**src/rtl/mem_dump_ctrl.sv**
```systemverilog
// mem_dump_ctrl: delayed, flow-controlled dump of an inclusive memory word range
module mem_dump_ctrl #(
  parameter int DATA_WIDTH  = 32,
  parameter int ADDR_WIDTH  = 26,
  parameter int WAIT_CYCLES = 200,
  parameter bit CONTINUOUS  = 1'b0
) (
  input  logic                  CLK,
  input  logic                  RST,
  input  logic                  START,
  input  logic [ADDR_WIDTH-1:0] RANGE_LO,
  input  logic [ADDR_WIDTH-1:0] RANGE_HI,
  output logic [ADDR_WIDTH-1:0] MEM_ADDR,
  output logic                  MEM_READ,
  input  logic [DATA_WIDTH-1:0] MEM_DATA_IN,
  output logic [DATA_WIDTH-1:0] DUMP_DATA,
  output logic [ADDR_WIDTH-1:0] DUMP_ADDR,
  output logic                  DUMP_VALID,
  input  logic                  DUMP_READY,
  output logic                  BUSY,
  output logic                  DONE,
  output logic                  ERR
);
  localparam int CW = WAIT_CYCLES > 1 ? $clog2(WAIT_CYCLES) : 1;
  localparam logic [CW-1:0] LAST = CW'(WAIT_CYCLES > 0 ? WAIT_CYCLES - 1 : 0);
  typedef enum logic [2:0] {IDLE, DELAY, RD, CAP, OUT, FIN} state_t;
  localparam state_t ARM = WAIT_CYCLES == 0 ? RD : DELAY;
  state_t r_state, w_next;
  logic [ADDR_WIDTH-1:0] r_lo, r_hi, r_addr, r_daddr;
  logic [DATA_WIDTH-1:0] r_data;
  logic [CW-1:0] r_cnt;
  logic r_done, r_err;
  logic w_bad, w_go, w_last;
  assign w_bad      = RANGE_LO > RANGE_HI;
  assign w_go       = r_state == IDLE && START && !w_bad;
  assign w_last     = r_addr == r_hi;
  assign MEM_ADDR   = r_addr;
  assign MEM_READ   = r_state == RD;
  assign DUMP_DATA  = r_data;
  assign DUMP_ADDR  = r_daddr;
  assign DUMP_VALID = r_state == OUT;
  assign BUSY       = r_state != IDLE;
  assign DONE       = r_done;
  assign ERR        = r_err;
  // state register
  always_ff @(posedge CLK) r_state <= !RST ? IDLE : w_next;
  // next-state: the last word never increments the address, so no wrap at the top of memory
  always_comb begin
    w_next = r_state;
    case (r_state)
      IDLE:    w_next = w_go ? ARM : IDLE;
      DELAY:   w_next = r_cnt == LAST ? RD : DELAY;
      RD:      w_next = CAP;
      CAP:     w_next = OUT;
      OUT:     w_next = DUMP_READY ? (w_last ? FIN : RD) : OUT;
      FIN:     w_next = CONTINUOUS ? ARM : IDLE;
      default: w_next = IDLE;
    endcase
  end
  // range latch, delay counter, address walk, capture and status flags
  always_ff @(posedge CLK) begin
    if (!RST) begin
      r_lo    <= '0;
      r_hi    <= '0;
      r_addr  <= '0;
      r_daddr <= '0;
      r_data  <= '0;
      r_cnt   <= '0;
      r_done  <= 1'b0;
      r_err   <= 1'b0;
    end else begin
      r_err <= r_state == IDLE && START && w_bad;
      r_cnt <= r_state == DELAY ? r_cnt + 1'b1 : '0;
      if (w_go) begin
        r_lo   <= RANGE_LO;
        r_hi   <= RANGE_HI;
        r_addr <= RANGE_LO;
        r_done <= 1'b0;
      end
      if (r_state == CAP) begin
        r_data  <= MEM_DATA_IN;
        r_daddr <= r_addr;
      end
      if (r_state == OUT && DUMP_READY && !w_last) r_addr <= r_addr + 1'b1;
      if (r_state == FIN) begin
        r_done <= 1'b1;
        r_addr <= r_lo;
      end
    end
  end
endmodule

```
**config.mk**
```make
export PLATFORM = sky130hd
export DESIGN_NAME = mem_dump_ctrl
export DESIGN_NICKNAME = d
export VERILOG_FILES = /design/src/rtl/mem_dump_ctrl.sv
export SDC_FILE = /design/constraint.sdc
export NUM_CORES = 1
export LEC_CHECK = 0
export CORE_ASPECT_RATIO = 1.4
export CORE_MARGIN = 2
export CORE_UTILIZATION = 51
export CTS_BUF_LIST = sky130_fd_sc_hd__clkbuf_4 sky130_fd_sc_hd__clkbuf_8
export DETAILED_ROUTE_END_ITERATION = 6
export PLACE_DENSITY = 0.89
export SLEW_MARGIN = 20
export SYNTH_ARGS = -nofsm -noshare
export SYNTH_HDL_FRONTEND = slang
export SYNTH_SLANG_ARGS = --single-unit
export TNS_END_PERCENT = 20
```
**constraint.sdc**
```tcl
create_clock -name CLK -period 3.5 [get_ports CLK]
set_input_delay 0.7 -clock CLK [delete_from_list [all_inputs] [get_ports CLK]]
set_output_delay 0.7 -clock CLK [all_outputs]
set_load 0.05 [all_outputs]
```
# Yosys cells after proc, flatten, opt, wreduce, memory -nomap -nowiden
# Cells that the tools add are included.
word_totals:
  regBits: 149
  input_bits: 88
  out_inout_bits: 89
  word_cells: 41
classes:
  n_addsub: 2
  order_cmp: 1
  eq_ne: 7
  mux: 10
  n_reduce_logical: 12
op_table:
  columns: ["operator", "count"]
  rows:
  - ["26-bit 2-to-1 mux", 3]
  - ["26-bit by 1-bit adder with 26-bit output, second input constant", 1]
  - ["26-bit == test", 1]
  - ["26-bit > comparator", 1]
  - ["3-bit case mux with 5 select lines", 1]
  - ["8-bit by 1-bit adder with 8-bit output, second input constant", 1]
  - ["8-bit == test, second input constant", 1]
  - ["3-bit by 2-bit == test with 1-bit output, second input constant", 2]
  - ["3-bit == test, second input constant", 2]
  - ["3-bit 2-to-1 mux", 2]
  - ["3-bit nonzero test", 2]
  - ["1-bit logical AND", 5]
  - ["3-bit by 1-bit == test with 1-bit output, second input constant", 1]
  - ["3-bit zero test", 1]
  - ["1-bit 2-to-1 mux", 3]
  - ["1-bit zero test", 2]
  - ["2-bit 2-to-1 mux", 1]
  - ["2-bit AND reduction", 1]
  - ["2-bit nonzero test", 1]

# Longest topological paths before layout
# Gate-level depths: netlist of run 1.
depth:
  word_depth: 6
  depth_mapped: 11
  ltp_nobuf: 9

# Worst setup path before layout of run 1
# No wires, ideal clock.
synth_timing:
  path_type: "input-to-reg"
  from: "in RANGE_HI[7]"
  to: "reg r_addr[17] (netlist: MEM_ADDR[17])"
  setup_ns: 0.059
  arrival_time_ns: 2.706
  required_time_ns: 3.441
  setup_slack_ns: 0.734
  path_stages: 11
  path_buffers: 2
  path_cell_list: "inv_1 > ha_1 > a211oi_1 > nor2_1 > a2111oi_0 > nand3_1 > a21o_1 > buf_2 > nand2_1 > buf_2 > o221a_2"
synth_between:
  elab_chain_len: 4
synth_lines:
  columns: ["item", "line_no", "source"]
  rows:
  - ["start, declared", "12", "input logic [ADDR_WIDTH-1:0] RANGE_HI,"]
  - ["26-bit > comparator", "34", "assign w_bad = RANGE_LO > RANGE_HI;"]
  - ["1-bit zero test", "35", "assign w_go = r_state == IDLE && START && !w_bad;"]
  - ["1-bit logical AND", "35", null]
  - ["3-bit nonzero test (no line)", null, null]
  - ["end signal, assigned", "84", "if (r_state == OUT && DUMP_READY && !w_last) r_addr <= r_addr + 1'b1;"]
  - ["end signal, assigned", "87", "r_addr <= r_lo;"]
  - ["end, declared", "29", "logic [ADDR_WIDTH-1:0] r_lo, r_hi, r_addr, r_daddr;"]
# Every way passes these cells.
# A chain may end at the register's enable or synchronous reset.

# Final worst setup path of run 1
layout_timing:
  from: "in RANGE_HI[7]"
  to: "reg r_addr[6] (netlist: MEM_ADDR[6])"
# Same word-level chain as after synthesis.

==> results of run 1 <==
[final cells by class]
type	instances	area (µm²)
diodes	1	2.502
clock buffers	19	255.2
clock inverters	13	171.4
fillers	1063	4193
inverters	39	147.6
multi-input cells	656	3789
flip-flops and latches	149	2983
well taps	185	231.5
repair buffers	211	2074
[through the flow]
stage / hold slack, ns / total power (W)
floorplan: 0.4132 / 0.002399
CTS: 0.4471 / 0.004169
finish: 0.4446 / 0.004178
global placement: 0.4260 / 0.002731
detailed placement: 0.4350 / 0.002754
global route: 0.4789 / 0.004320
[state kept, by name, indices dropped and copies added (netlist names)]
name,flops
DUMP_DATA,32
DUMP_ADDR,26
MEM_ADDR,26
r_hi,26
r_lo,26
r_cnt,8
r_state,3
DONE,1
ERR,1
[cell usage in the layout (no fill, tap or decap), types with 6 or more instances in the layout]
cell type / synthesis / final
a21oi_1: 115 / 115
nand2_1: 227 / 227
xnor2_1: 37 / 37
nor2_1: 51 / 51
a211oi_1: 6 / 6
nand3_1: 19 / 19
o22ai_1: 6 / 6
o221ai_1: 9 / 9
ha_1: 28 / 28
nor3_1: 14 / 14
a311oi_1: 8 / 8
inv_1: 38 / 38
o211ai_1: 7 / 7
o21ai_0: 13 / 13
xor2_1: 17 / 17
dfxtp_1: 149 / 149
clkbuf_8: 0 / 18
clkdlybuf4s50_1: 0 / 176
buf_4: 4 / 31
nand4_1: 17 / 17
mux2i_1: 20 / 20
[power by group]
group	internal [W]	switching (W)	leakage, nW
sequential	0.00178	0.000109	1.21
clock	0.000744	0.000700	0.216
combinational	0.000373	0.000473	2.12
total	0.00290	0.00128	3.55
[per-layer routing]
metal | wire length (µm) | vias to the layer above
met5 | 0 | -
met4 | 990 | 0
met3 | 1496 | 81
met2 | 10920 | 370
met1 | 8211 | 3414
li1 | - | 3420
[worst max path at each step]
stage / startpoint / depth (start not counted) / slack [ns] / end
CTS: RANGE_HI[7] / 12 / 0.23 / MEM_ADDR[21]
floorplan: RANGE_HI[7] / 11 / 0.73 / MEM_ADDR[17]
detailed placement: RANGE_HI[7] / 13 / -0.24 / r_hi[0]
finish: RANGE_HI[7] / 12 / 0.30 / MEM_ADDR[6]
global placement: RANGE_HI[7] / 12 / -0.14 / MEM_ADDR[21]
global route: RANGE_HI[7] / 12 / 0.10 / MEM_ADDR[7]
[cell families after synthesis]
| group | count (synthesis) |
|---|---|
| XOR/XNOR | 54 |
| adder cells (fa/ha/maj) | 28 |
| multiplexers | 20 |
| flip-flops | 149 |
| AO/OA/AOI/OAI | 191 |
| AND/OR/NAND/NOR | 363 |
| buffers and inverters | 106 |
[worst max-delay path: stages]
cell and delay, ns:
clkdlybuf4s50_1 0.48, inv_1 0.05, ha_1 0.29, a211oi_1 0.24, nor2_1 0.08, a2111oi_1 0.55
nand3_1 0.17, buf_4 0.19, a21oi_4 0.18, buf_12 0.25, o21ai_0 0.19, o22ai_1 0.20
[timing repair]
action,in CTS,in global routing
endpoints found under the setup margin,0,8
resized for setup,0,1
buffers inserted,0,0
==> qor.yml, run 1 <==
relSlewSlack: 0.2679
synth-simple-area-share: 0.2209
critPathLaunchType: "input pin"
hold_viol: 0
yosysTopAreaCellShare: 0.4141
core_area_um2: 13850
worst_pin_slew_ns: 1.098
cts-root-buf: "clkbuf_8"
power_leakage_nw: 3.550
whs_path_depth: 1
dp.cells: 1240
slew_viol_final: 0
pre_cts_ws_ns: -0.2404
layoutNonFillerInstCount: 1273
ir_worst_vdd_mv: 0.2779
fin_area_um2: 9654
finalSetupViolations: 0
yosys-top-cells-area: "dfxtp_1, nand2_1, a21oi_1, ha_1, xnor2_1"
synth_mux_area_frac: 0.02779
netlist_area_um2: 7203
place_area_um2: 9224
h-tree-depth: 4
cts_tree: "yes"
worstHoldEndpoint: "r_cnt[0]"
cts.path.max_buffers: 2
synth-edff-count: 0
ys_warn_count: 0
worstPathArrival_ns: 3.58
worstHoldStart: "r_cnt[0]"
cp_max_fo: 37
clk_latency_ns: 0.45
grt_use_met1: 0.3177
drt_first_pass_iters: 7
track_usage: 0.2792
synth_most_common_cell: "nand2_1"
clock_sink_count: 149
synth_cells: 911
fin_skew_ns: 0.01474
die_y_um: 144.6
initial_core_util: 0.5202
drtAntennaViolNets: 0
dpl.hpwl_um: 15460
synthArstFlopShare: 0
grt-ovfl-total: 0
port_buffers: 176
maxCapViolCount: 0
io_pins: 177
finalCriticalPeriod_ns: 3.197
ys_top_cells_by_count: "nand2_1, dfxtp_1, a21oi_1"
vias_per_cell: 5.723
first_iter_violations: 736
routed_wl_um: 21620
worstSetupPathType: "in2reg"
hold_path_class: "reg2reg"
grt_pass1_wl_um: 33830
fmax_mhz: 312.8
r2r-end: "MEM_ADDR[6]"
fin_ws_ns: 0.3034
globalRouteMet2Util: 0.4923
synth_top_family_by_area: "simple AND/OR/NAND/NOR gates"
critPathCaptureType: "flip-flop"
synth_cell_types: 54
die_x_um: 104.4
grt_pass1_vias: 6939
r2r-start: "MEM_ADDR[5]"
met3_usage: 0.04461
grt_max_degree: 67
finalCritPeriodShare: 0.9133
p_per_area_nw_per_um2: 432.8
rsz0062_at_grt: "false"
reg2reg_depth: 9
die-area_um2: 15100
post-route-util: 0.6972
drc: 1
wl_per_cell_um: 16.98
cts_buffers: 17
worst-endpoint-required_ns: 3.88
finalWeightedCongestion: 0.9108
synth-adder-area-share: 0.04864
synth_top_cell_by_area: "dfxtp_1"
status: "finished with violations"
rrSetupSlack_ns: 0.65
seq_area_frac_synth: 0.4141
synth-seq-cells: 149
ys.flop_type: "dfxtp_1"
synth-xor-area-share: 0.06566
num_vias: 7285
grt.busiest_layer: "met2"
violations: "DRC"
num-nets-final: 1190
syn-num-nets: 1027
std_cell_rows: 51
syn_avg_cell_area_um2: 7.907
antenna_found_initial: 1
area_growth_pct: 34.03
drive_gt1_frac: 0.07452
synth-compound-area-share: 0.1617
tns_ns: 0
path_clk_slew_ns: 0.08
cts_hold_buf: 0
(Power assumes the default switching activity.)
==> run 2: changes to the inputs <==
--- a/config.mk
+++ b/config.mk
@@ -10,7 +10,7 @@
 export CORE_UTILIZATION = 51
 export CTS_BUF_LIST = sky130_fd_sc_hd__clkbuf_4 sky130_fd_sc_hd__clkbuf_8
 export DETAILED_ROUTE_END_ITERATION = 6
-export PLACE_DENSITY = 0.89
+export PLACE_DENSITY = 0.92
 export SLEW_MARGIN = 20
 export SYNTH_ARGS = -nofsm -noshare
 export SYNTH_HDL_FRONTEND = slang
==> run 2 against run 1 <==
Net effect: the run now ends clean; first-iteration DRC count rose by 31%; via count rose by 2.6%; largest power group unchanged; critical endpoint is now MEM_ADDR[2]; worst hold slack improved by 0.010 ns.
==> qor.yml, run 2 (synthesis gave the netlist of run 1 again) <==
pwr-share-clk: 0.331
track_usage: 0.2942
r2r-end: "MEM_ADDR[2]"
cts-root-buf: "clkbuf_8"
whs_path_depth: 1
path_clk_slew_ns: 0.09
die-area_um2: 15100
h-tree-depth: 4
cts_tree: "yes"
relSlewSlack: 0.4249
combPwrFrac: 0.213
fin_skew_ns: 0.01464
wl_per_cell_um: 17.47
rsz0062_at_grt: "false"
hold_path_class: "reg2reg"
post_cts_buffers: 0
antenna_found_initial: 0
finalPower_w: 0.004133
initial_core_util: 0.5202
std_cell_rows: 51
drive_gt1_frac: 0.08470
cts.path.max_buffers: 2
port_buffers: 176
worstPathArrival_ns: 3.62
die_x_um: 104.4
fmax_mhz: 304.0
post-route-util: 0.7018
drt_first_pass_iters: 6
slew_viol_final: 0
core_area_um2: 13850
clk_latency_ns: 0.46
dpl.hpwl_um: 15660
routed_wl_um: 22420
finalCritPeriodShare: 0.9398
die_y_um: 144.6
num_antenna_cells: 0
largest_reg_flops: 32
final_common_cell: "nand2_1"
critPathCaptureType: "flip-flop"
r2r-start: "MEM_ADDR[19]"
finalWeightedCongestion: 0.9519
num_vias: 7475
power.internal_w: 0.002818
nFillCells: 1036
power_leakage_nw: 3.586
worstHoldStart: "r_cnt[0]"
cts_buffers: 17
switching_power_w: 0.001315
finalCriticalPeriod_ns: 3.289
num-nets-final: 1201
rrSetupSlack_ns: 0.21
switching_share: 0.3181
worstSetupPathType: "reg2reg"
worst_pin_slew_ns: 0.8555
first_iter_violations: 961
drc: 0
final_cell_mix: "nand2_1, clkdlybuf4s50_1, dfxtp_1"
status: "finished clean"
p_per_area_nw_per_um2: 425.3
drtAntennaViolNets: 0
reg2reg_depth: 9
maxCapViolCount: 0
worst-endpoint-required_ns: 3.83
worstHoldEndpoint: "r_cnt[0]"
grt_pass1_vias: 7153
clock_sink_count: 149
pwr-share-seq: 0.456
grt_pass1_wl_um: 35490
vias_per_cell: 5.826
area_growth_pct: 34.91
grt-ovfl-total: 0
io_pins: 177
critPathLaunchType: "flip-flop"
cp_max_fo: 12
hold_viol: 0
grt_max_degree: 59
ir_worst_vdd_mv: 0.2097
cts_hold_buf: 0
finalSetupViolations: 0
-- run 2: worst max-delay path, cell delays in order (launching register included) --
cell and delay (ns):
dfxtp_1 0.55, xnor2_1 0.23, nand4_1 0.15, nor4_1 0.50
a31oi_2 0.17, buf_4 0.23, nor2_1 0.53, nand2_1 0.23
buf_4 0.23, a311oi_1 0.35
-- run 2: worst max-delay path by stage --
stage / startpoint / endpoint / slack, ns / depth (start not counted)
2_1_floorplan: RANGE_HI[7] / MEM_ADDR[17] / 0.73 / 11
3_3_place_gp: RANGE_HI[5] / MEM_ADDR[2] / -0.04 / 13
3_5_place_dp: RANGE_HI[5] / MEM_ADDR[2] / -0.11 / 13
4_1_cts: RANGE_HI[7] / MEM_ADDR[2] / 0.23 / 13
5_1_grt: MEM_ADDR[19] / MEM_ADDR[2] / 0.05 / 9
6_report: MEM_ADDR[19] / MEM_ADDR[2] / 0.21 / 9
-- run 2: metrics by stage --
step                setup slack [ns]  setup TNS (ns)  area (µm²)  cells  hold slack (ns)
finish                        0.2106               0        9718   1283           0.4550
global route                 0.05323               0        9718   1283           0.4790
CTS                           0.2288               0        9709   1283           0.4500
detailed placement           -0.1076          -1.228        9306   1251           0.4374
global placement            -0.03848        -0.05709        9306   1251           0.4237
floorplan                     0.7342               0        7203    911           0.4132
-- run 2: final cells by class --
| class | instances | area [µm²] | area share |
|---|---|---|---|
| multi-input combinational | 656 | 3796 | 0.3906 |
| sequential | 149 | 2983 | 0.3069 |
| timing repair buffer | 222 | 2157 | 0.2220 |
| clock buffer | 17 | 234.0 | 0.02408 |
| tap | 185 | 231.5 | 0.02382 |
| clock inverter | 15 | 168.9 | 0.01738 |
| inverter | 39 | 147.6 | 0.01519 |
-- run 2: power groups by stage --
stage | combinational [W] | sequential [W] | clock (W)
2_1_floorplan | 0.000414 | 0.00199 | 0
3_3_place_gp | 0.000834 | 0.00191 | 0
3_5_place_dp | 0.000856 | 0.00191 | 0
4_1_cts | 0.000866 | 0.00188 | 0.00137
5_1_grt | 0.000936 | 0.00189 | 0.00146
6_report | 0.000882 | 0.00188 | 0.00137
-- run 2: timing repair --
| item | in CTS | in global routing |
|---|---|---|
| endpoints found under the hold margin | 0 | 0 |
| endpoints found under the setup margin | 0 | 5 |
| gates resized for setup | 0 | 2 |
-- run 2: layer usage --
metal	share of wire	routed length (µm)	global-route usage	vias up
met5	0	0	0	-
met4	0.054	1215	0.1885	0
met3	0.084	1877	0.06039	111
met2	0.49	11010	0.5015	475
met1	0.37	8310	0.3365	3442
li1	-	-	-	3447
==> run 3: changes to the inputs <==
--- a/config.mk
+++ b/config.mk
@@ -10,6 +10,7 @@
 export CORE_UTILIZATION = 51
 export CTS_BUF_LIST = sky130_fd_sc_hd__clkbuf_4 sky130_fd_sc_hd__clkbuf_8
 export DETAILED_ROUTE_END_ITERATION = 6
+export GPL_TIMING_DRIVEN = 1
 export PLACE_DENSITY = 0.92
 export SLEW_MARGIN = 20
 export SYNTH_ARGS = -nofsm -noshare
==> results of run 3 <==
Final layout, timing and power as in run 2 (identical DEF).
